### src/rtl/alu_op_sequencer.sv
// ALU decode/execute stage: single-cycle ops plus iterative unsigned multiply and divide.
// Optional macro ALU_SEQ_DIV_EN compiles in the divider; without it funct 0x1a decodes as illegal.
module alu_op_sequencer #(
  parameter int DATA_W = 32
) (
  input  logic              clk,
  input  logic              rst_n,
  input  logic              in_valid,
  output logic              in_ready,
  input  logic [1:0]        alu_op,
  input  logic [5:0]        funct,
  input  logic [DATA_W-1:0] op_a,
  input  logic [DATA_W-1:0] op_b,
  output logic              out_valid,
  input  logic              out_ready,
  output logic [DATA_W-1:0] result,
  output logic [DATA_W-1:0] result_hi,
  output logic              zero,
  output logic              illegal,
  output logic              busy
);
  localparam int SH_W = $clog2(DATA_W);

  typedef enum logic [1:0] {S_IDLE, S_CALC, S_DONE} state_t;
  typedef enum logic [3:0] {
    OP_ADD, OP_SUB, OP_AND, OP_OR, OP_XOR, OP_NOR,
    OP_SLT, OP_SLL, OP_SRL, OP_MUL, OP_DIV, OP_ILL
  } op_t;

  state_t            r_state, w_state_next;
  op_t               w_op;
  logic [SH_W-1:0]   r_cnt;
  logic [DATA_W-1:0] r_hi, r_lo, r_b;
  logic              r_ill;
  logic              w_accept, w_last, w_multi;
  logic [DATA_W-1:0] w_single, w_step_hi, w_step_lo;
  logic [DATA_W:0]   w_mul_sum;

  assign w_accept = in_valid && (r_state == S_IDLE);
  assign w_last   = (r_cnt == SH_W'(DATA_W - 1));
  assign w_multi  = (w_op == OP_MUL) || (w_op == OP_DIV);

  // alu_op[0] (sub) takes priority over alu_op[1] (funct decode)
  always_comb begin
    w_op = OP_ADD;
    if (alu_op[0]) begin
      w_op = OP_SUB;
    end else if (alu_op[1]) begin
      case (funct)
        6'h20:   w_op = OP_ADD;
        6'h22:   w_op = OP_SUB;
        6'h24:   w_op = OP_AND;
        6'h25:   w_op = OP_OR;
        6'h26:   w_op = OP_XOR;
        6'h27:   w_op = OP_NOR;
        6'h2a:   w_op = OP_SLT;
        6'h00:   w_op = OP_SLL;
        6'h02:   w_op = OP_SRL;
        6'h18:   w_op = OP_MUL;
`ifdef ALU_SEQ_DIV_EN
        6'h1a:   w_op = OP_DIV;
`endif
        default: w_op = OP_ILL;
      endcase
    end
  end

  always_comb begin
    w_single = '0;
    case (w_op)
      OP_ADD:  w_single = op_a + op_b;
      OP_SUB:  w_single = op_a - op_b;
      OP_AND:  w_single = op_a & op_b;
      OP_OR:   w_single = op_a | op_b;
      OP_XOR:  w_single = op_a ^ op_b;
      OP_NOR:  w_single = ~(op_a | op_b);
      OP_SLT:  w_single = {{(DATA_W-1){1'b0}}, ($signed(op_a) < $signed(op_b))};
      OP_SLL:  w_single = op_a << op_b[SH_W-1:0];
      OP_SRL:  w_single = op_a >> op_b[SH_W-1:0];
      default: w_single = '0;
    endcase
  end

  // Shift-add multiply: {r_hi, r_lo} holds {partial product, remaining multiplier}
  assign w_mul_sum = {1'b0, r_hi} + (r_lo[0] ? {1'b0, r_b} : {(DATA_W+1){1'b0}});

`ifdef ALU_SEQ_DIV_EN
  logic              r_div;
  logic [DATA_W:0]   w_div_sh;
  logic              w_div_ge;
  logic [DATA_W-1:0] w_div_diff;

  // Restoring divide: r_hi is the remainder, r_lo shifts dividend out and quotient in.
  // A zero divisor naturally yields an all-ones quotient and remainder = dividend.
  assign w_div_sh   = {r_hi, r_lo[DATA_W-1]};
  assign w_div_ge   = (w_div_sh >= {1'b0, r_b});
  assign w_div_diff = w_div_sh[DATA_W-1:0] - r_b;

  always_comb begin
    w_step_hi = w_mul_sum[DATA_W:1];
    w_step_lo = {w_mul_sum[0], r_lo[DATA_W-1:1]};
    if (r_div) begin
      w_step_hi = w_div_ge ? w_div_diff : w_div_sh[DATA_W-1:0];
      w_step_lo = {r_lo[DATA_W-2:0], w_div_ge};
    end
  end

  always_ff @(posedge clk or negedge rst_n) begin
    if (!rst_n) begin
      r_div <= 1'b0;
    end else if (w_accept) begin
      r_div <= (w_op == OP_DIV);
    end
  end
`else
  assign w_step_hi = w_mul_sum[DATA_W:1];
  assign w_step_lo = {w_mul_sum[0], r_lo[DATA_W-1:1]};
`endif

  always_ff @(posedge clk or negedge rst_n) begin
    if (!rst_n) begin
      r_state <= S_IDLE;
    end else begin
      r_state <= w_state_next;
    end
  end

  always_comb begin
    w_state_next = r_state;
    case (r_state)
      S_IDLE:  if (w_accept) w_state_next = w_multi ? S_CALC : S_DONE;
      S_CALC:  if (w_last) w_state_next = S_DONE;
      S_DONE:  if (out_ready) w_state_next = S_IDLE;
      default: w_state_next = S_IDLE;
    endcase
  end

  always_ff @(posedge clk or negedge rst_n) begin
    if (!rst_n) begin
      r_cnt <= '0;
      r_hi  <= '0;
      r_lo  <= '0;
      r_b   <= '0;
      r_ill <= 1'b0;
    end else begin
      case (r_state)
        S_IDLE: begin
          if (w_accept) begin
            r_cnt <= '0;
            r_b   <= op_b;
            r_ill <= (w_op == OP_ILL);
            r_hi  <= '0;
            r_lo  <= w_multi ? op_a : w_single;
          end
        end
        S_CALC: begin
          r_cnt <= w_last ? '0 : r_cnt + 1'b1;
          r_hi  <= w_step_hi;
          r_lo  <= w_step_lo;
        end
        default: ;
      endcase
    end
  end

  // Outputs read as reset values whenever no result is being presented
  assign in_ready  = (r_state == S_IDLE);
  assign busy      = (r_state != S_IDLE);
  assign out_valid = (r_state == S_DONE);
  assign result    = out_valid ? r_lo : '0;
  assign result_hi = out_valid ? r_hi : '0;
  assign illegal   = out_valid && r_ill;
  assign zero      = (result == '0);
endmodule
### config.mk
export PLATFORM = sky130hd
export DESIGN_NAME = alu_op_sequencer
export DESIGN_NICKNAME = d
export VERILOG_FILES = /design/src/rtl/alu_op_sequencer.sv
export SDC_FILE = /design/constraint.sdc
export NUM_CORES = 1
export LEC_CHECK = 0
export CAP_MARGIN = 10
export CORE_MARGIN = 2
export CORE_UTILIZATION = 29
export CTS_CLUSTER_SIZE = 28
export DETAILED_ROUTE_END_ITERATION = 10
export HOLD_SLACK_MARGIN = 0.06
export PLACE_DENSITY = 0.5
export SYNTH_ARGS = -nofsm -noshare
export SYNTH_HDL_FRONTEND = slang
export SYNTH_SLANG_ARGS = --single-unit
### constraint.sdc
create_clock -name clk -period 5.3 [get_ports clk]
set_input_delay 1.06 -clock clk [delete_from_list [all_inputs] [get_ports clk]]
set_output_delay 1.06 -clock clk [all_outputs]
set_load 0.05 [all_outputs]
==> metrics.yaml <==
power_and_ir_drop:
  p_leak_nw: 7.642
  power.density_mw_per_mm2: 222.7
  vdd_drop_max_v: 0.0001455
clock_tree:
  cts.sinks: 104
  cts_tree: "yes"
  cts_max_level: 3
  clk_pin_slew_ps: 80
  clock_latency_ps: 370
  cts_hold_buffers: 0
  clk_path_buf_depth: 2
  ctsResizeCount: 0
  numCtsBuffers: 9
  clock-root-buffer: "clkbuf_16"
  cts_setup_buffers: 0
route:
  first_pass_iters: 6
  vias: 16910
  ant_nets: 0
  drc_errors: 0
  wl_per_cell_um: 25.24
  detail_route.wirelength_um: 71800
  drt_iter0_markers: 1712
  via_per_inst: 5.945
layout:
  nets: 2362
  num-fill-cells: 5657
  antenna_cells: 0
  area_delta_synth_final_pct: 17.19
  final_common_cell: "nand2_1"
  final_core_util_pct: 34.49
  drive_above_1_share_pct: 9.736
  mostFrequentLayoutCells: "222 x nand2_1, 182 x nor2_1, 168 x a21oi_1, 152 x o21ai_0, 139 x clkdlybuf4s50_1"
  layout.cells.non_filler: 2845
sta:
  relSlewSlack_pct: 25.00
  worstMarginPinSlew_ps: 1121
  fmax_ghz: 0.2184
  hold_viol: 0
  slew_violations: 0
  hold_ws_ps: 475.4
  fin_worst_skew_ps: 11.82
  finalSetupViolCount: 0
  rsz0062_at_grt: "no"
  layout_min_cycle_time_ps: 4579
  final.period_utilization_pct: 86.39
  setup_tns_ps: 0
logic_synthesis:
  synthSimpleGateAreaFrac_pct: 22.15
  synth_edf_count: 0
  netlist_area_mm2: 0.01553
  synth_nets: 2273
  syn_inst: 2063
  synth_fa_ha_area_share_pct: 10.94
  synth_top_family_by_area: "compound AO/OA/AOI/OAI gates"
  async_reset_ff_share_pct: 100.0
  synthMuxAreaShare_pct: 11.63
  seq_area_frac_synth_pct: 16.76
  synth_warnings: 0
  ys_seq_elements: 104
  synth_compound_area_share_pct: 29.21
  synth_xor_area_share_pct: 2.248
  postSynthAreaPerCell_um2: 7.527
  synth_ff_type: "dfrtp_1"
  synth_cell_type_count: 92
worst_setup_path:
  critPathMaxStageDelay_ps: 510
  cp_max_fo: 5
  end_kind: "flop"
  crit_buf_inv: 1
  path_class: "input port to flop"
  crit_arrival_ps: 4810
  cp_common_cell: "o21ai_0"
  start_kind: "input port"
  r2r_start: "r_lo[0]"
  crit_required_ps: 5540
  slowest_stage: "clkdlybuf4s50_1"
  crit_chain: "clkdlybuf4s50_1 -> ha_1 -> fa_1 -> a211oi_1 -> o211ai_1 -> a31oi_1 -> o21ai_0 -> a221o_1 -> nand3_1 -> mux2i_1 -> o41ai_1 -> o21ai_0"
  startpoint: "op_a[0]"
  cp_top_family: "compound AO/OA/AOI/OAI gates"
global_routing:
  grt_util_all_layers_pct: 25.31
  grt_overflow_total: 0
  grt_pass1_wl_um: 107600
  grt_pass1_vias: 16330
  grt_max_degree: 69
  antenna_found_initial: 2
placement:
  dp_cells: 2829
  dp_hpwl_um: 56140
  port_buffers: 144
  gp_congestion: 0.9786
floorplan:
  die_w_um: 235.4
  start_util_pct: 29.43
  die_h_um: 235.4
  die-area_mm2: 0.05541
  core_mm2: 0.05276
  ios: 145
  row_count: 84
flow_run:
  drv_cap: 0
min_path:
  min_path_type: "flop to flop"
  hp-start: "r_b[2]"
run_status:
  status: "completed"
## worst reg2reg max path: stages (launching register included)
cell,delay (ps)
dfrtp_1,930
and2_1,330
ha_1,310
o21a_1,210
o211ai_1,200
a311oi_1,150
o311ai_1,480
a21oi_1,160
buf_4,190
a311oi_1,270
nor3_1,110
or3_1,310
a32o_1,240
## path summary, 6_finish.rpt
path,cells after the start,to,slack [ps]
max,12,r_lo[28],720
max reg2reg,12,r_hi[30],1300
max in group asynchronous,2,r_lo[17],3380
min,2,r_b[2],480
min in group asynchronous,1,r_hi[7],830
min reg2reg,2,r_b[2],480
## per-layer routing
layer	track usage [%]	wire [µm]
met4	6.678	1809
met2	38.44	30730
met3	2.955	4935
met1	37.60	34310
met5	0	11
## cells in the mapped netlist, types with 34 or more instances
cell type	number	area share, %
dfrtp_1	104	17
nor2_1	184	4.4
nand2_1	223	5.4
o21ai_0	152	4.9
a221oi_1	34	1.9
nand3_1	38	1.2
clkbuf_1	87	2.1
mux2i_1	68	4.4
inv_1	110	2.7
nor3_1	40	1.3
ha_1	131	11
a21oi_1	168	5.4
a211oi_1	36	1.7
mux4_2	41	5.9
and2_1	103	4.1
## cells by family after synthesis
family                     after synthesis
adders and majority gates              134
and+or+nand+nor                        712
buffers and inverters                  267
xor gates and xnor gates                39
muxes                                  127
AOI/OAI and AO/OA                      680
DFF                                    104
## report_power, final
group	total (W)	internal [W]	switching, W	leakage, nW
clock network	0.000724	0.000372	0.000352	0.146
registers	0.00114	0.000953	0.000186	1.35
logic	0.00219	0.000799	0.00139	6.15
## final cells by class
class / count / area [µm²] / area share, %
Sequential cell: 104 / 2603 / 14.30
Multi-Input combinational cell: 1692 / 11900 / 65.37
Tap cell: 688 / 860.8 / 4.730
Clock inverter: 7 / 77.57 / 0.4263
Timing Repair Buffer: 230 / 2105 / 11.56
Clock buffer: 9 / 225.2 / 1.238
Inverter: 115 / 431.7 / 2.372
## through the flow
step	power (W)	cell area [µm²]	worst slack, ps
2_1_floorplan	0.002469	15530	698.1
3_3_place_gp	0.003301	17900	442.9
3_5_place_dp	0.003310	17900	454.8
4_1_cts	0.004039	18200	816.6
5_1_grt	0.004287	18200	470.6
6_report	0.004054	18200	721.5
## flip-flops by register name, summed over array words and instances, names as in the netlist
register and count:
r_cnt 5, r_b 32, r_state 2, r_ill 1
r_lo 32, r_hi 32
Power figures use the tool's default switching activity.
